--- src/rtl/cm0ik_ahb_dma_master.sv ---
// cm0ik_ahb_dma_master: AHB-Lite single-beat initiator for word copy, fill and optional check.
// Define CM0IK_DMA_CHECK_EN to enable MODE=10 (read-and-compare); otherwise MODE=10 is rejected like MODE=11.
module cm0ik_ahb_dma_master #(
  parameter int CWIDTH = 16
) (
  input  logic              HCLK,
  input  logic              HRESET,
  input  logic              START,
  input  logic [1:0]        MODE,
  input  logic [31:0]       SRC_ADDR,
  input  logic [31:0]       DST_ADDR,
  input  logic [CWIDTH-1:0] COUNT,
  input  logic [31:0]       FILL_DATA,
  output logic              BUSY,
  output logic              DONE,
  output logic              ERR,
  output logic [31:0]       ERR_ADDR,
  output logic [31:0]       HADDR,
  output logic [1:0]        HTRANS,
  output logic              HWRITE,
  output logic [2:0]        HSIZE,
  output logic [2:0]        HBURST,
  output logic [3:0]        HPROT,
  output logic              HMASTLOCK,
  output logic [31:0]       HWDATA,
  input  logic [31:0]       HRDATA,
  input  logic              HREADY,
  input  logic              HRESP
);

  typedef enum logic [2:0] {S_IDLE, S_RD_A, S_RD_D, S_WR_A, S_WR_D, S_FIN} state_t;

  state_t            state_q, state_d;
  logic              skip_q;
  logic [1:0]        mode_q;
  logic [31:0]       src_q, src_d, dst_q, dst_d, fill_q;
  logic [CWIDTH-1:0] rem_q, rem_d;
  logic [31:0]       haddr_q, hwdata_q, err_addr_q;
  logic              err_q;
  logic              accept, mode_bad, is_fill, is_chk, chk_fail, last, rd_dst, rd_ok, wr_ok;

  assign accept  = (state_q == S_IDLE) && START;
  assign is_fill = (mode_q == 2'b01);
  assign last    = (rem_q == CWIDTH'(1));
  assign rd_ok   = (state_q == S_RD_D) && HREADY && !HRESP;
  assign wr_ok   = (state_q == S_WR_D) && HREADY && !HRESP;

`ifdef CM0IK_DMA_CHECK_EN
  assign mode_bad = (MODE == 2'b11);
  assign is_chk   = (mode_q == 2'b10);
  assign chk_fail = is_chk && (HRDATA != fill_q);
`else
  assign mode_bad = MODE[1];
  assign is_chk   = 1'b0;
  assign chk_fail = 1'b0;
`endif

  // Reads target dst in check mode; the IDLE case looks at MODE because mode_q is not loaded yet.
  assign rd_dst = accept ? (MODE == 2'b10) : is_chk;

  always_ff @(posedge HCLK or posedge HRESET) begin
    if (HRESET) begin
      state_q <= S_IDLE;
    end else begin
      state_q <= state_d;
    end
  end

  always_comb begin
    state_d = state_q;
    case (state_q)
      S_IDLE: if (START) begin
        if (COUNT == '0 || mode_bad) state_d = S_FIN;
        else if (MODE == 2'b01)      state_d = S_WR_A;
        else                         state_d = S_RD_A;
      end
      S_RD_A: if (HREADY) state_d = S_RD_D;
      S_RD_D: if (HREADY) begin
        if (HRESP || chk_fail || (is_chk && last)) state_d = S_FIN;
        else if (is_chk)                           state_d = S_RD_A;
        else                                       state_d = S_WR_A;
      end
      S_WR_A: if (HREADY) state_d = S_WR_D;
      S_WR_D: if (HREADY) begin
        if (HRESP || last) state_d = S_FIN;
        else if (is_fill)  state_d = S_WR_A;
        else               state_d = S_RD_A;
      end
      // A rejected or empty request spends one extra cycle here so DONE lands two cycles after START.
      S_FIN:   if (!skip_q) state_d = S_IDLE;
      default: state_d = S_IDLE;
    endcase
  end

  always_comb begin
    HTRANS = 2'b00;
    HWRITE = 1'b0;
    DONE   = 1'b0;
    BUSY   = 1'b0;
    case (state_q)
      S_RD_A:  begin HTRANS = 2'b10; BUSY = 1'b1; end
      S_RD_D:  BUSY = 1'b1;
      S_WR_A:  begin HTRANS = 2'b10; HWRITE = 1'b1; BUSY = 1'b1; end
      S_WR_D:  begin HWRITE = 1'b1; BUSY = 1'b1; end
      S_FIN:   begin DONE = !skip_q; BUSY = skip_q; end
      default: ;
    endcase
  end

  always_comb begin
    src_d = src_q;
    dst_d = dst_q;
    rem_d = rem_q;
    if (accept) begin
      src_d = SRC_ADDR & 32'hFFFF_FFFC;
      dst_d = DST_ADDR & 32'hFFFF_FFFC;
      rem_d = COUNT;
    end else if (wr_ok || (rd_ok && is_chk)) begin
      src_d = src_q + 32'd4;
      dst_d = dst_q + 32'd4;
      rem_d = rem_q - CWIDTH'(1);
    end
  end

  always_ff @(posedge HCLK or posedge HRESET) begin
    if (HRESET) begin
      skip_q     <= 1'b0;
      mode_q     <= 2'b00;
      err_q      <= 1'b0;
      err_addr_q <= 32'd0;
      haddr_q    <= 32'd0;
      hwdata_q   <= 32'd0;
    end else begin
      skip_q <= accept && (COUNT == '0 || mode_bad);
      if (accept) begin
        mode_q <= MODE;
        err_q  <= mode_bad;
        if (mode_bad) err_addr_q <= DST_ADDR & 32'hFFFF_FFFC;
      end else if (((state_q == S_RD_D) || (state_q == S_WR_D)) && HRESP) begin
        err_q      <= 1'b1;
        err_addr_q <= haddr_q;
      end else if (rd_ok && chk_fail) begin
        err_q      <= 1'b1;
        err_addr_q <= haddr_q;
      end
      // HADDR only changes when entering an address phase, so it is stable across stalls.
      if (state_d != state_q && state_d == S_RD_A)      haddr_q <= rd_dst ? dst_d : src_d;
      else if (state_d != state_q && state_d == S_WR_A) haddr_q <= dst_d;
      if (state_q == S_RD_D && state_d == S_WR_A)       hwdata_q <= HRDATA;
      else if (state_d == S_WR_A && state_q != S_WR_A)  hwdata_q <= accept ? FILL_DATA : fill_q;
    end
  end

  always_ff @(posedge HCLK) begin
    src_q <= src_d;
    dst_q <= dst_d;
    rem_q <= rem_d;
    if (accept) fill_q <= FILL_DATA;
  end

  assign HADDR     = haddr_q;
  assign HWDATA    = hwdata_q;
  assign ERR       = err_q;
  assign ERR_ADDR  = err_addr_q;
  assign HSIZE     = 3'b010;
  assign HBURST    = 3'b000;
  assign HPROT     = 4'b0011;
  assign HMASTLOCK = 1'b0;

endmodule

--- config.mk ---
export PLATFORM = sky130hd
export DESIGN_NAME = cm0ik_ahb_dma_master
export DESIGN_NICKNAME = d
export VERILOG_FILES = /design/src/rtl/cm0ik_ahb_dma_master.sv
export SDC_FILE = /design/constraint.sdc
export NUM_CORES = 1
export LEC_CHECK = 0
export ABC_AREA = 1
export BUFFER_PORTS_ARGS = -buffer_cell sky130_fd_sc_hd__buf_2
export CAP_MARGIN = 40
export CORE_ASPECT_RATIO = 0.5
export CORE_MARGIN = 2
export CORE_UTILIZATION = 50
export CTS_CLUSTER_DIAMETER = 60
export DETAILED_ROUTE_END_ITERATION = 10
export GPL_ROUTABILITY_DRIVEN = 0
export PLACE_DENSITY = 0.73
export SYNTH_ARGS = -nofsm -noshare
export SYNTH_HDL_FRONTEND = slang
export SYNTH_SLANG_ARGS = --single-unit
--- constraint.sdc ---
create_clock -name HCLK -period 7.2 [get_ports HCLK]
set_input_delay 0 -clock HCLK [delete_from_list [all_inputs] [get_ports HCLK]]
set_output_delay 0 -clock HCLK [all_outputs]
set_load 0.05 [all_outputs]
* After elaboration in Yosys (flattened, before gate mapping)
Cells that the tools add are included.
Operators by class: add/subtract/negate cells 3, $mul 0, div/mod/pow operators 0, order comparisons 0, equal/unequal tests 14, shift operators 0, mux-type cells 34, bitwise operators 0, reductions and logical operators 24
Operators with widths (number):
- 2-to-1 mux 32 bit | 13
- adder 32 x 3 -> 32 bit (second input constant) | 2
- 2-to-1 mux 16 bit | 2
- 2-to-1 mux 3 bit | 9
- one-hot mux 3 bit (6 select lines) | 1
- equality test 16 x 1 -> 1 bit (second input constant) | 1
- zero test 16 bit | 1
- subtractor 16 x 1 -> 16 bit (second input constant) | 1
- equality test 3 x 2 -> 1 bit (second input constant) | 3
- logical AND 1 bit | 9
- nonzero test 2 bit | 4
- equality test 3 x 1 -> 1 bit (second input constant) | 2
- equality test 3 bit (second input constant) | 2
- 2-to-1 mux 2 bit | 3
- 2-to-1 mux 1 bit | 5
- equality test 2 x 1 -> 1 bit (second input constant) | 2
- OR reduction 2 bit | 2
- OR reduction 4 bit | 1
- zero test 3 bit | 1
- logical OR 1 bit | 3
- != test 3 x 2 -> 1 bit (second input constant) | 1
- != test 3 bit | 1
- equality test 2 bit (second input constant) | 1
- zero test 1 bit | 2
- 3 further kinds | 3
Word-level totals: flip-flop bits (word level) 215, bits in latches 0, RAM bits 0, bits in read-only memories 0, input port bits 151, output and inout port bits 113, logic and storage cells 86, memories 0

* Logic depth before layout (Yosys ltp)
Gate-level depths: netlist of run 1.
word-level depth 9, gate-level depth with buffers 15, depth with buffers taken out 14

* Worst setup path before layout of run 1
No wires, ideal clock.
kind register to register, start point register state_q[2], end point register rem_q[0], enable pin, library setup time 0.364 ns, arrival time 1.725 ns, data required time 6.836 ns, path slack 5.111 ns, stages on the path, launching flop included 7, cell sequence dfrtp_1 -> inv_2 -> nand3_4 -> buf_2 -> clkbuf_1 -> buf_1 -> nand2_1
Between the ends: longest elaborated chain between the ends 4, elaborated cells between the ends (all ways) 6, those cells by class eq/ne (1); reduce/logical (5)
Ends and longest elaborated chain:
- start: declaration | RTL line 33 | state_t state_q, state_d;
- start signal: assignment | RTL line 65 | state_q <= state_d;
- equality test 3 bit | RTL line 46 | assign wr_ok = (state_q == S_WR_D) && HREADY && !HRESP;
- logical AND 1 bit (2 in series) | RTL line 46
- nonzero test 2 bit (no source line) *
- end signal: assignment | RTL line 157 | rem_q <= rem_d;
- end: declaration | RTL line 37 | logic [CWIDTH-1:0] rem_q, rem_d;
Every way passes the cells marked *; elsewhere a longest branch is shown, timed or not. A chain may end at the register's enable or synchronous reset.

* Worst setup path after layout of run 1
start point register state_q[2], end point register haddr_q[8] (netlist: HADDR[8])
Between the ends: longest elaborated chain between the ends 7, elaborated cells between the ends (all ways) 30, those cells by class eq/ne (8); mux (15); reduce/logical (7)
Ends and longest elaborated chain:
- parallel branches: the longest is 7 deep, another holds 2-to-1 mux 32 bit
- end signal: assignment | RTL line 147 | if (state_d != state_q && state_d == S_RD_A) haddr_q <= rd_dst ? dst_d : src_d;
- end signal: assignment | RTL line 148 | else if (state_d != state_q && state_d == S_WR_A) haddr_q <= dst_d;
- end: declaration | RTL line 38 | logic [31:0] haddr_q, hwdata_q, err_addr_q;
Several ways; the timed one is not identified. The select of a mux whose other input is x is not followed.

==> flow_metrics.py, run 1 <==
metrics = {
    "status": {
        "status": "finished clean",
    },
    "critical_path": {
        "cp_data_required_time_ps": 7600,
        "max_stage_delay_ps": 600,
        "crit_family": "simple AND/OR/NAND/NOR gates",
        "crit_slowest_cell": "clkinv_2",
        "cp.arrival_ps": 4180,
        "endpoint_kind": "flip-flop",
        "path_cells": "inv_2 > nand3_4 > buf_16 > clkinv_2 > nand2_1 > nand4_1 > nand2_2 > nand2_2 > nor2_1 > nor2_1",
        "crit_fanout": 57,
        "startpoint_type": "flip-flop",
        "crit_buf_inv": 3,
        "reg2reg_depth": 10,
        "critical_path_class": "reg2reg",
        "crit_cells": 10,
    },
    "clocking": {
        "cts_tree": "built",
        "clock_path_buffers": 3,
        "cts_resized": 0,
        "ctsHoldBuffers": 148,
        "cts.sinks": 215,
        "clkSlewWorstSetupHoldPaths_ps": 70,
        "htreeDepth": 1,
        "clock_latency_ps": 510,
        "numCtsBuffers": 21,
        "post_cts_buffers": 0,
        "cts.root.buffer_cell": "clkbuf_16",
    },
    "yosys": {
        "yosys_warnings": 0,
        "synth_most_common_cell": "nand2_1",
        "synth-async-reset-ratio_pct": 47.9,
        "yosys-top-cells-count": "nand2_1 (581), nor2_1 (210), dfrtp_1 (103)",
        "synth-seq-area-share_pct": 45.1,
        "yosysUniqueCellTypes": 43,
        "yosys_most_used_dff": "dfrtp_1",
        "avgSynthCellArea_um2": 7.16,
        "synth_seq_cells": 215,
        "synth_area_leaders": "dfrtp_1 (23%), nand2_1 (20%), dfxtp_1 (17%)",
        "synthCells": 1543,
        "synth_edf_count": 16,
        "synth_top_area_cell": "dfrtp_1",
        "synth_top_area_share_pct": 23.3,
        "netlist_area_um2": 11000,
    },
    "global_route": {
        "grt_remaining_overflow": 0,
        "antenna_found_initial": 1,
        "grt_start_max_net_pins": 73,
        "grt_util_met2_pct": 50.6,
        "grt_usage_pct": 30.3,
        "use_met3_pct": 7.11,
        "first_global_vias": 10912,
        "busiest_layer": "met2",
        "grtUsageMet1_pct": 40.1,
        "grt_pass1_wl_um": 56300,
    },
    "floorplan": {
        "std_cell_rows": 38,
        "die_h_um": 109,
        "initial_core_util_pct": 50.9,
        "coreArea_um2": 21700,
        "dieArea_um2": 23400,
        "fp.dieW_um": 214,
        "pin_count": 264,
    },
    "timing": {
        "clock_skew_ps": 13.1,
        "max_freq_ghz": 0.265,
        "relSlewSlack_pct": 49.9,
        "finalSetupTns_ps": 0,
        "fin_crit_sh_pct": 52.4,
        "report.final.slew_viol_count": 0,
        "hold_violations": 0,
        "fin_crit_ps": 3770,
        "worstMarginPinSlew_ps": 752,
        "rsz0062_at_grt": "false",
        "setup_violations": 0,
    },
    "routing": {
        "wl_per_cell_um": 16.0,
        "firstDrtPassIters": 8,
        "drt-initial-drc-count": 1098,
        "vias": 11497,
        "drc_errors": 0,
        "wl_um": 35600,
        "ant_nets": 0,
        "vias_per_cell": 5.16,
    },
    "pwr": {
        "vdd_drop_max_v": 0.000290,
        "p_leak_uw": 0.00730,
        "finalPower_uw": 6820,
        "p_per_area_nw_per_um2": 466,
    },
    "layout": {
        "postLayoutCellArea_um2": 14600,
        "syn_to_final_growth_pct": 32.6,
        "drive_gt1_share_pct": 17.3,
        "filler_cell_count": 1820,
        "finalNetCount": 2068,
    },
    "placement": {
        "post_dp_cell_area_um2": 12500,
        "dpl.hpwl_um": 22800,
        "portBuffers": 247,
    },
    "min_path": {
        "hp-class": "in2async",
    },
    "job": {
        "drv_cap": 0,
    },
}
[through the flow]
step                utilization [%]  setup slack (ps)  hold WS (ps)  cells
detailed placement             57.6              3460          39.5   2042
global placement               57.0              3130          33.0   2035
global route                   67.5              3150          84.5   2228
CTS                            67.5              3450          47.9   2227
finish                         67.5              3430          55.1   2228
floorplan                         -              4500           123   1553
[sequential cells by signal, summed over array words and instances, names as in the netlist]
name / count
fill_q: 32
skip_q: 1
ERR_ADDR: 32
src_q: 32
mode_q: 2
rem_q: 16
dst_q: 32
ERR: 1
state_q: 3
HADDR: 32
HWDATA: 32
[logic make-up after synthesis]
family | count (synthesis) | synth area share (%)
mux | 32 | 2.90
simple gates | 957 | 35.8
other cells | 2 | 0.0680
xor+xnor | 21 | 1.67
fa+ha+maj | 4 | 0.453
flops | 215 | 45.1
buf+inv | 175 | 6.94
compound gates | 137 | 7.04
[power by group]
group / switching, uW / internal [uW] / total (uW)
logic: 2500 / 978 / 3480
clock network: 479 / 618 / 1100
registers: 432 / 1810 / 2240
total: 3410 / 3410 / 6820
[path summary, 6_finish.rpt]
kind	to	slack, ps	start
hold reg to reg	dst_q[0]	420	dst_q[0]
hold / removal	HWDATA[16]	60	HRESET
max in group asynchronous	HADDR[1]	6060	HRESET
min in group HCLK	fill_q[30]	230	FILL_DATA[30]
setup / recovery	HADDR[8]	3430	state_q[2]
setup reg to reg	HADDR[8]	3430	state_q[2]
[area by class of cell]
type	count	area, um^2	share of cell area (%)
antenna	1	2.50	0.0171
sequential	215	4980	34.0
inverter	106	404	2.76
tap	300	375	2.56
clock inverter	4	47.5	0.325
multi-input combinational	1163	5340	36.5
clock buffer	33	611	4.17
timing repair buffer	406	2880	19.7
[placed cells by master (no fill, tap or decap), types with 2 or more instances in the layout]
cell,n
a21oi_1,8
a31oi_1,37
buf_12,4
buf_2,247
buf_4,4
clkbuf_1,8
clkbuf_16,21
clkbuf_8,4
clkinv_2,3
conb_1,12
dfrtp_1,103
dfxtp_1,96
dlygate4sd3_1,148
edfxtp_1,16
ha_1,4
inv_1,96
inv_2,7
inv_4,2
mux2i_1,32
nand2_1,579
nand2_2,6
nand3_1,94
nand3_2,2
nand3b_1,11
nand4_1,18
nor2_1,210
nor2_2,6
nor2_4,5
nor3_1,6
nor4_1,2
o21a_1,2
o21ai_0,39
o21ai_1,39
o21bai_1,7
o31ai_1,2
or2_2,13
xnor2_1,9
xor2_1,12
[routing by layer]
| layer | up-vias | wire length [um] |
|---|---|---|
| met3 | 64 | 3120 |
| met5 | - | 0 |
| met1 | 5328 | 15500 |
| li1 | 5627 | - |
| met4 | 0 | 773 |
| met2 | 478 | 16200 |
[worst register-to-register path: cells and delay by family, from the launching register on]
family,cells,cell delay [ps]
buf+inv,3,1000
simple gates,7,2190
flops,1,480
No activity file was read; power rests on OpenSTA's default activity.
==> run 2: changes to the inputs <==
--- a/config.mk
+++ b/config.mk
@@ -10,11 +10,11 @@
 export CAP_MARGIN = 40
 export CORE_ASPECT_RATIO = 0.5
 export CORE_MARGIN = 2
-export CORE_UTILIZATION = 50
+export CORE_UTILIZATION = 49
 export CTS_CLUSTER_DIAMETER = 60
 export DETAILED_ROUTE_END_ITERATION = 10
 export GPL_ROUTABILITY_DRIVEN = 0
-export PLACE_DENSITY = 0.73
+export PLACE_DENSITY = 0.75
 export SYNTH_ARGS = -nofsm -noshare
 export SYNTH_HDL_FRONTEND = slang
 export SYNTH_SLANG_ARGS = --single-unit
==> constraint.sdc (replaced) <==
create_clock -name HCLK -period 3.36 [get_ports HCLK]
set_input_delay 0 -clock HCLK [delete_from_list [all_inputs] [get_ports HCLK]]
set_output_delay 0 -clock HCLK [all_outputs]
set_load 0.05 [all_outputs]
==> run 2 against run 1 <==
Maximum frequency up 35%. Combinational power is 110% higher. Sequential cell count stayed put. Largest cell class unchanged.
==> flow_metrics.py, run 2 (synthesized netlist as in run 1, its figures left out) <==
metrics = {
    "timing": {
        "clock_skew_ps": 12.7,
        "setup_violations": 0,
        "rsz0062_at_grt": "false",
        "fin_crit_sh_pct": 83.0,
        "relSlewSlack_pct": 52.3,
        "finalSetupTns_ps": 0,
        "hold_violations": 0,
        "fin_crit_ps": 2790,
        "max_freq_ghz": 0.359,
        "report.final.slew_viol_count": 0,
        "worstMarginPinSlew_ps": 716,
    },
    "placement": {
        "portBuffers": 247,
        "dp.cells": 2048,
        "dpl.hpwl_um": 23000,
    },
    "floorplan": {
        "initial_core_util_pct": 50.5,
        "dieArea_um2": 23800,
        "std_cell_rows": 38,
        "pin_count": 264,
        "fp.dieW_um": 216,
        "coreArea_um2": 21900,
        "die_h_um": 110,
    },
    "critical_path": {
        "crit_top_cell": "nand2_1",
        "r2r_start": "state_q[0]",
        "cp.arrival_ps": 3200,
        "critical_path_class": "reg2reg",
        "crit_family": "simple AND/OR/NAND/NOR gates",
        "crit_slowest_cell": "dfrtp_1",
        "cp_data_required_time_ps": 3770,
        "startpoint_type": "flip-flop",
        "crit_buf_inv": 3,
        "crit_fanout": 20,
        "path_cells": "nor2_4 > nand3_4 > inv_4 > nand2_1 > nor2_1 > inv_1 > nand2_1 > inv_1 > nand2_1 > nand2_1 > nor2_1 > nor2_1",
        "rr_endpoint": "HADDR[4]",
        "rrSetupSlack_ps": 570,
        "endpoint_kind": "flip-flop",
        "reg2reg_depth": 12,
        "max_stage_delay_ps": 480,
    },
    "routing": {
        "wl_per_cell_um": 15.8,
        "wl_um": 35300,
        "firstDrtPassIters": 6,
        "vias": 11467,
        "drt-initial-drc-count": 972,
        "ant_nets": 0,
        "vias_per_cell": 5.14,
        "drc_errors": 0,
    },
    "global_route": {
        "grt_usage_pct": 29.4,
        "grt_start_max_net_pins": 99,
        "grt_remaining_overflow": 0,
        "first_global_vias": 11095,
        "grt_pass1_wl_um": 56100,
        "antenna_found_initial": 1,
    },
    "pwr": {
        "finalPower_uw": 14700,
        "p_per_area_nw_per_um2": 1000,
        "p_leak_uw": 0.00733,
        "vdd_drop_max_v": 0.000569,
    },
    "layout": {
        "syn_to_final_growth_pct": 32.8,
        "drive_gt1_share_pct": 17.9,
        "final_common_cell": "nand2_1",
        "finalNetCount": 2072,
        "final_cell_mix": "nand2_1 (579), buf_2 (247), nor2_1 (210), dlygate4sd3_1 (146), dfrtp_1 (103)",
        "fin_cells": 2233,
    },
    "clocking": {
        "cts.root.buffer_cell": "clkbuf_16",
        "cts_resized": 0,
        "clock_latency_ps": 520,
        "htreeDepth": 1,
        "clkSlewWorstSetupHoldPaths_ps": 70,
        "numCtsBuffers": 21,
        "cts.sinks": 215,
        "clock_path_buffers": 3,
        "cts_tree": "built",
    },
    "status": {
        "status": "finished clean",
    },
    "job": {
        "drv_cap": 0,
    },
    "min_path": {
        "hp-class": "in2async",
    },
}
run 2: area by class of cell:
class | count | area, um^2
fill | 1824 | 7210
multi-input combinational | 1163 | 5340
sequential | 215 | 4980
timing repair buffer | 410 | 2860
clock buffer | 31 | 634
inverter | 106 | 405
tap | 300 | 375
clock inverter | 7 | 63.8
antenna | 1 | 2.50
run 2: worst max-delay path by stage:
stage | start | endpoint | slack (ps) | cells after the start
floorplan | HRESET | ERR | 660 | 1
global placement | state_q[0] | HADDR[23] | 710 | 12
detailed placement | state_q[0] | HADDR[23] | 670 | 12
CTS | state_q[0] | HADDR[4] | 660 | 12
global route | state_q[0] | HADDR[9] | 320 | 12
finish | state_q[0] | HADDR[4] | 570 | 12
run 2: worst min-delay path, stage by stage:
cell and delay, ps:
dlygate4sd3_1 540, buf_2 150, inv_4 510
run 2: timing repair:
| item | in CTS | in global routing |
|---|---|---|
| hold endpoints to repair | 261 | 0 |
| buffers inserted | 0 | 0 |
| hold buffers | 146 | 0 |
run 2: power breakdown:
part	internal, uW	total, uW	switching, uW	leakage, uW
logic	2080	7430	5350	0.00479
registers	3880	4790	912	0.00219
clock network	1390	2450	1060	0.000350
run 2: metrics by stage:
step                util [%]  instance area [um^2]  setup slack (ps)  hold WS, ps
CTS                     67.0                 14700               656          172
global placement        57.0                 12500               714          177
floorplan                  -                 11100               656          123
finish                  67.0                 14700               572          176
global route            67.0                 14700               324          244
detailed placement      57.2                 12500               669          177
run 2: layer usage:
metal / GRT usage, % / share of wire, %
met5: 0 / 0
met4: 9.00 / 2.6
met3: 6.89 / 8.2
met2: 48.4 / 45
met1: 39.2 / 44
